===== src/rtl/cnt_pwm_pkg.sv =====
// Shared constants, state encoding and helpers for the counter-driven PWM generator.
package cnt_pwm_pkg;
   localparam int CNT_W_DEF = 4;
   localparam int PER_W_DEF = 8;

   typedef enum logic [0:0] {SYNC = 1'b0, RUN = 1'b1} state_e;

   function automatic int unsigned cnt_max(input int unsigned width);
      return (32'd1 << width) - 32'd1;
   endfunction
endpackage


===== src/rtl/cnt_seq_check.sv =====
// Tracks an incoming free-running count; flags wraps (MAX->0) and any step other than +1.
import cnt_pwm_pkg::*;

module cnt_seq_check #(
   parameter int CNT_W = CNT_W_DEF
) (
   input  logic             clk,
   input  logic             res,
   input  logic [CNT_W-1:0] cnt_i,
   output logic             wrap_evt,
   output logic             seq_err
);
   localparam logic [CNT_W-1:0] MAX = CNT_W'(cnt_max(CNT_W));

   logic [CNT_W-1:0] cnt_p1;
   logic             prev_vld_p1;
   logic [CNT_W-1:0] cnt_inc;

   // stage p1: previous count, valid once one post-reset sample has been taken
   always_ff @(posedge clk) begin
      cnt_p1 <= cnt_i;
      if (res) prev_vld_p1 <= 1'b0;
      else     prev_vld_p1 <= 1'b1;
   end

   assign cnt_inc  = cnt_p1 + CNT_W'(1);
   assign wrap_evt = prev_vld_p1 && (cnt_p1 == MAX) && (cnt_i == '0);
   assign seq_err  = prev_vld_p1 && (cnt_i != cnt_inc);
endmodule


===== src/rtl/cnt_pwm_gen.sv =====
// PWM generator driven by an upstream counter; duty reloads only at counter wrap.
import cnt_pwm_pkg::*;

module cnt_pwm_gen #(
   parameter int CNT_W = CNT_W_DEF,
   parameter int PER_W = PER_W_DEF
) (
   input  logic             clk,
   input  logic             res,
   input  logic [CNT_W-1:0] cnt_i,
   input  logic [CNT_W-1:0] duty_i,
   input  logic             duty_valid_i,
   output logic             duty_ready_o,
   output logic             pwm_o,
   output logic             wrap_o,
   output logic [CNT_W-1:0] duty_active_o,
   output logic [PER_W-1:0] period_cnt_o,
   output logic             cnt_err_o
);
   localparam logic [0:0]       ST_SYNC = SYNC;
   localparam logic [0:0]       ST_RUN  = RUN;
   localparam logic [PER_W-1:0] PER_MAX = PER_W'(cnt_max(PER_W));

   logic             wrap_evt;
   logic             seq_err;
   logic             wrap_ok;
   logic             accept;
   logic             pwm_en;
   logic [CNT_W-1:0] duty_eff;

   logic [0:0]       state_p1;
   logic [CNT_W-1:0] shadow_p1;
   logic             shadow_full_p1;
   logic             pwm_p1;
   logic             wrap_p1;
   logic [CNT_W-1:0] duty_act_p1;
   logic [PER_W-1:0] period_p1;
   logic             err_p1;

   cnt_seq_check #(.CNT_W(CNT_W)) u_seq (
      .clk      (clk),
      .res      (res),
      .cnt_i    (cnt_i),
      .wrap_evt (wrap_evt),
      .seq_err  (seq_err)
   );

   assign wrap_ok      = wrap_evt && !seq_err;
   assign duty_ready_o = !shadow_full_p1 && !res;
   assign accept       = duty_valid_i && duty_ready_o;
   assign pwm_en       = (state_p1 == ST_RUN) || wrap_ok;

   // A duty arriving on the wrap cycle itself bypasses the empty shadow.
   always_comb begin
      duty_eff = duty_act_p1;
      if (wrap_ok) begin
         if (shadow_full_p1) duty_eff = shadow_p1;
         else if (accept)    duty_eff = duty_i;
      end
   end

   // stage p1: control state and registered outputs
   always_ff @(posedge clk) begin
      if (res) begin
         state_p1       <= ST_SYNC;
         shadow_full_p1 <= 1'b0;
         pwm_p1         <= 1'b0;
         wrap_p1        <= 1'b0;
         duty_act_p1    <= '0;
         period_p1      <= '0;
         err_p1         <= 1'b0;
      end else begin
         wrap_p1     <= wrap_ok;
         pwm_p1      <= pwm_en && (cnt_i < duty_eff);
         duty_act_p1 <= duty_eff;
         if (seq_err) begin
            err_p1   <= 1'b1;
            state_p1 <= ST_SYNC;
         end else if (wrap_ok) begin
            state_p1 <= ST_RUN;
         end
         if (wrap_ok && (period_p1 != PER_MAX)) period_p1 <= period_p1 + PER_W'(1);
         if (accept && !wrap_ok) shadow_full_p1 <= 1'b1;
         else if (wrap_ok)       shadow_full_p1 <= 1'b0;
      end
   end

   always_ff @(posedge clk) begin
      if (accept) shadow_p1 <= duty_i;
   end

   assign pwm_o         = pwm_p1;
   assign wrap_o        = wrap_p1;
   assign duty_active_o = duty_act_p1;
   assign period_cnt_o  = period_p1;
   assign cnt_err_o     = err_p1;
endmodule


===== config.mk =====
export PLATFORM = sky130hd
export DESIGN_NAME = cnt_pwm_gen
export DESIGN_NICKNAME = d
export VERILOG_FILES = /design/src/rtl/cnt_pwm_pkg.sv /design/src/rtl/cnt_seq_check.sv /design/src/rtl/cnt_pwm_gen.sv
export SDC_FILE = /design/constraint.sdc
export NUM_CORES = 1
export LEC_CHECK = 0
export CAP_MARGIN = 20
export CORE_MARGIN = 10
export CORE_UTILIZATION = 35
export DETAILED_ROUTE_END_ITERATION = 6
export GPL_TIMING_DRIVEN = 0
export PLACE_DENSITY_LB_ADDON = 0.1
export SLEW_MARGIN = 20
export SYNTH_ARGS = -nofsm -noshare
export SYNTH_HDL_FRONTEND = slang
export SYNTH_SLANG_ARGS = --single-unit
export TNS_END_PERCENT = 100

===== constraint.sdc =====
create_clock -name clk -period 5.2 [get_ports clk]
set_input_delay 0.52 -clock clk [delete_from_list [all_inputs] [get_ports clk]]
set_output_delay 0.52 -clock clk [all_outputs]
set_load 0.01 [all_outputs]

==> impl_metrics.toml, run 1 <==
[place]
pre_cts_slack_ns = 1.80
dp_hpwl_um = 2190
gp_congestion = 0.759
port_buffers = 26

[floorplan]
die_x_um = 79.4
io_pins = 27
die-area_mm2 = 0.00630
die_h_um = 79.4
initial_core_util_pct = 36.7
core_area_mm2 = 0.00336
num_rows = 21

[route]
drtIter0Drc = 45
num_vias = 1028
wl_per_cell_um = 13.7
postRouteWirelength_um = 2870
first_pass_iters = 4
drtAntennaViolNets = 0
via_per_inst = 4.92
drc = 0

[sta]
finalCritPeriodShare_pct = 58.5
slew_headroom_pct = 65.9
final_max_slew_viol_count = 0
period_needed_ns = 3.04
fin_ws_ns = 2.16
finalHoldViolCount = 0
rsz0062_at_grt = "no"
timing.setup.tns_ns = 0
fmax_mhz = 329
setup_violations = 0
skew_ns = 0.00597
max_slew.worst_pin.slew_ns = 0.512

[logic_synthesis]
synth_xor_area_share_pct = 5.58
synth_fa_ha_area_share_pct = 5.07
synth_edf_count = 4
avgSynthCellArea_um2 = 9.28
synth-compound-area-share_pct = 16.6
yosysTopAreaCellShare_pct = 35.7
ys_seq_area_share_pct = 45.4
synth_top_area_cell = "dfxtp_1"
synthMuxAreaShare_pct = 1.62
synthTopCellsByArea = "dfxtp_1 (36%), edfxtp_1 (9.7%), nand2_1 (5.2%)"
synth_warnings = 0
async_flop_share_pct = 0
synthFlopType = "dfxtp_1"
synth_cell_types = 34
synth_seq_cells = 26
yosys.area_share.simple_pct = 22.2
synth_top_family_by_area = "simple AND/OR/NAND/NOR gates"
syn_area_mm2 = 0.00123
syn_nets = 149
syn_inst = 133

[setup_path]
cp-start-kind = "input pin"
worst-path-max-fanout = 8
critPathArrivalTime_ns = 3.29
critPathKind = "in -> reg"
required_ns = 5.44
end_kind = "flop"

[global_route]
grt_pass1_vias = 1004
antenna_found_initial = 0
grt_overflow = 0
grt_max_degree = 15
grt_pass1_wl_um = 4700
track_usage_pct = 9.16

[cts]
post_cts_buffers = 0
cts.htree.levels = 1
clk_pin_slew_worst_paths_ns = 0.14
cts_tree = "done"
clock_sinks = 26
clockBufferDepth = 2
ctsHoldBuffers = 0
cts_resized = 0
numCtsBuffers = 3
clock_latency_ns = 0.32
root_buffer = "clkbuf_4"

[power_and_ir_drop]
p_total_uw = 357
peakVddDrop_mv = 0.0838
powerDensity_mw_per_mm2 = 225
p_leak_uw = 0.000560

[final_layout]
syn2layout_area_growth_pct = 28.7
n_antenna_cell = 0
fillers = 369
drive_gt1_share_pct = 6.75
nets = 180

[outcome]
status = "complete, no violations"

[flow_run]
cap_viol_max_count = 0

[min_path]
min_path_type = "reg -> reg"
## area by class of cell
type	count	area, um^2	share of cell area [%]
clock buffers	4	36.3	2.29
plain buffers	6	31.3	1.97
flip-flops and latches	26	561	35.3
repair buffers	26	260	16.4
multi-input cells	98	631	39.7
well taps	46	57.6	3.62
inverters	3	11.3	0.709
## critical path: stages
cell	delay, ns
clkdlybuf4s50_1	0.48
nand4bb_1	0.28
nor4_4	0.37
and3_1	0.21
buf_2	0.18
o21ai_1	0.12
a21boi_1	0.21
ha_1	0.28
a21o_1	0.18
a211o_1	0.29
a211oi_1	0.17
## sequential cells by signal, summed over array words and instances, names as in the netlist
register / cells
shadow_p1: 4
u_seq.cnt_p1: 4
pwm_o: 1
shadow_full_p1: 1
cnt_err_o: 1
duty_active_o: 4
wrap_o: 1
period_cnt_o: 8
state_p1: 1
u_seq.prev_vld_p1: 1
## where the power goes
group          internal, uW  total, uW  leakage, uW  switching, uW
registers               209        212     0.000217           2.83
logic                  20.0       41.5     0.000322           21.5
clock network          42.8        103    0.0000210           60.6
total                   272        357     0.000560           84.9
## through the flow
step	hold slack [ns]	util [%]	instance area (um^2)	std cells
floorplan	0.437	-	1230	133
global placement	0.459	46.1	1550	205
detailed placement	0.466	46.1	1550	205
CTS	0.485	47.2	1590	209
global route	0.506	47.2	1590	209
finish	0.485	47.2	1590	209
## cells in the final DEF, fill, tap and decap left out, drive strengths merged, types with 4 or more instances in the layout
cell | synthesis | final
nor2 | 10 | 10
dfxtp | 22 | 22
a21oi | 12 | 12
edfxtp | 4 | 4
or3 | 4 | 4
o21ai | 12 | 12
clkbuf | 4 | 8
clkdlybuf4s50 | 0 | 26
nand2 | 17 | 17
ha | 5 | 5
nand3 | 7 | 7
## final timing paths
kind / startpoint / end / slack, ns / cells after the start
max: cnt_i[2] / pwm_o$_SDFF_PP0_ / 2.16 / 11
min: u_seq.prev_vld_p1$_DFF_P_ / state_p1$_SDFFE_PP0N_ / 0.49 / 1
max reg2reg: u_seq.cnt_p1[0]$_DFF_P_ / pwm_o$_SDFF_PP0_ / 2.23 / 11
min reg2reg: u_seq.prev_vld_p1$_DFF_P_ / state_p1$_SDFFE_PP0N_ / 0.49 / 1
## logic make-up after synthesis
logic type | Yosys count
DFF | 26
and+or+nand+nor | 50
adders and majority gates | 5
muxes | 2
xor gates and xnor gates | 6
AOI/OAI and AO/OA | 35
buffers and inverters | 9
## Yosys cell counts, types with 4 or more instances
cell	instances
dfxtp_1	22
nand2_1	17
a21oi_1	12
nor2_1	10
o21ai_0	9
nand3_1	7
ha_1	5
clkbuf_1	4
edfxtp_1	4
or3_1	4
## routing by layer
metal | part of all wire, % | GRT usage [%]
met1 | 44 | 10.1
met2 | 49 | 15.6
met3 | 6.2 | 3.38
met4 | 0.70 | 3.76
met5 | 0 | 0
No activity file was read; power rests on OpenSTA's default activity.
==> run 2, diff against run 1 <==
clock period = 3 ns   (was 5.2 ns; I/O delays follow)
==> run 2 against run 1 <==
  * First-iteration DRC count increased by 24%
  * Register-to-register slack got worse by 2.0 ns
  * Sequential share of layout area fell by 0.12 points
  * Cell area increased by 0.55%
  * Via count up 1.3%
  * Cell count grew 0.48%
  * Total power is 74% higher
  * Combinational power is 80% higher
==> impl_metrics.toml, run 2 (same netlist as run 1, synthesis figures left out) <==
[setup_path]
cp_common_cell = "xnor2_1"
path_cells = "clkdlybuf4s50_1, xnor2_1, xnor2_1, and3_1, buf_2, o21ai_1, a21boi_1, ha_1, a21o_1, a211o_1, a211oi_1"
end_kind = "flop"
required_ns = 3.24
critPathKind = "in -> reg"
worst-path-max-fanout = 8
cpMaxStageDelayCell = "clkdlybuf4s50_1"
critPathArrivalTime_ns = 2.99
max_stage_delay_ns = 0.47
cp-start-kind = "input pin"

[sta]
max_slew.worst_pin.slew_ns = 0.517
setup_violations = 0
slew_headroom_pct = 65.6
fmax_mhz = 363
hold-worst-slack_ns = 0.489
rsz0062_at_grt = "no"
final_max_slew_viol_count = 0
period_needed_ns = 2.75
finalCritPeriodShare_pct = 91.7
fin_ws_ns = 0.249
finalHoldViolCount = 0
skew_ns = 0.00806

[cts]
cts.htree.levels = 1
numCtsBuffers = 3
clock_sinks = 26
clock_latency_ns = 0.32
root_buffer = "clkbuf_4"
clockBufferDepth = 2
clk_pin_slew_worst_paths_ns = 0.14
cts_tree = "done"
ctsHoldBuffers = 0

[floorplan]
io_pins = 27
die-area_mm2 = 0.00630
die_x_um = 79.4
num_rows = 21
die_h_um = 79.4
initial_core_util_pct = 36.7
core_area_mm2 = 0.00336

[final_layout]
final_core_util_pct = 47.5
drive_gt1_share_pct = 7.93
nets = 181
syn2layout_area_growth_pct = 29.4
final_common_cell = "clkdlybuf4s50_1"
largest_reg_flops = 8
n_antenna_cell = 0
final_cell_mix = "clkdlybuf4s50_1 (26), dfxtp_1 (21), nand2_1 (17), a21oi_1 (12), nor2_1 (10)"
final_cell_area_mm2 = 0.00160

[route]
wl_met2_um = 1450
highest_layer = "met4"
via_per_inst = 4.96
wl_per_cell_um = 13.9
drc = 0
met1_length_um = 1240
drtIter0Drc = 56
postRouteWirelength_um = 2920
first_pass_iters = 4
drtAntennaViolNets = 0
num_vias = 1041
wl_met3_um = 198

[global_route]
grt_pass1_vias = 1006
track_usage_pct = 9.28
grt_overflow = 0
grt_max_degree = 15
grt_pass1_wl_um = 4740
antenna_found_initial = 0

[power_and_ir_drop]
powerDensity_mw_per_mm2 = 389
p_leak_uw = 0.000564
p_total_uw = 621
peakVddDrop_mv = 0.146

[outcome]
status = "complete, no violations"

[place]
dp_hpwl_um = 2190
pre_cts_slack_ns = -0.179
gp_congestion = 0.759
port_buffers = 26
post_dp_cell_area_mm2 = 0.00155

[flow_run]
cap_viol_max_count = 0

[min_path]
min_path_type = "reg -> reg"
run 2: cell count changes in the layout (fill, tap and decap cells not counted):
cell     before  now
buf_4         0    1
dfxtp_1      22   21
dfxtp_2       0    1
run 2: final timing paths:
path / start / end / slack (ns) / depth (start not counted)
max: cnt_i[3] / pwm_o$_SDFF_PP0_ / 0.25 / 11
min: u_seq.prev_vld_p1$_DFF_P_ / state_p1$_SDFFE_PP0N_ / 0.49 / 1
max reg2reg: u_seq.cnt_p1[0]$_DFF_P_ / pwm_o$_SDFF_PP0_ / 0.28 / 11
min reg2reg: u_seq.prev_vld_p1$_DFF_P_ / state_p1$_SDFFE_PP0N_ / 0.49 / 1
run 2: cell type report:
cell class | instances | area (um^2)
fill | 371 | 1770
timing repair buffer | 27 | 268
multi-input combinational | 98 | 631
tap | 46 | 57.6
buffer | 6 | 31.3
inverter | 3 | 11.3
clock buffer | 4 | 36.3
sequential | 26 | 562
run 2: metal layers:
metal,global-route usage (%),vias to the layer above
met4,3.76,0
met3,3.38,2
met2,15.8,26
met5,0,-
li1,-,537
met1,10.2,476
run 2: what timing repair did:
item                                    CTS  global route
resized for setup                         0             1
buffers inserted                          1             0
pin swaps                                 1             3
endpoints found under the setup margin    1             1
run 2: power breakdown:
| group | internal (uW) | total, uW | switching, uW |
|---|---|---|---|
| combinational | 36.4 | 74.9 | 38.5 |
| clock | 74.2 | 179 | 105 |
| sequential | 362 | 367 | 4.89 |
run 2: critical path, delay by kind of cell:
kind | cells | cell delay [ns]
buffers and inverters | 2 | 0.65
adder cells (fa/ha/maj) | 1 | 0.28
AO/OA/AOI/OAI | 5 | 0.96
AND/OR/NAND/NOR | 1 | 0.22
XOR/XNOR | 2 | 0.59
run 2: stage by stage:
stage / TNS (ns) / instances
3_3_place_gp: -0.181 / 205
5_1_grt: 0 / 210
6_report: 0 / 210
3_5_place_dp: -0.179 / 205
2_1_floorplan: 0 / 133
4_1_cts: 0 / 210
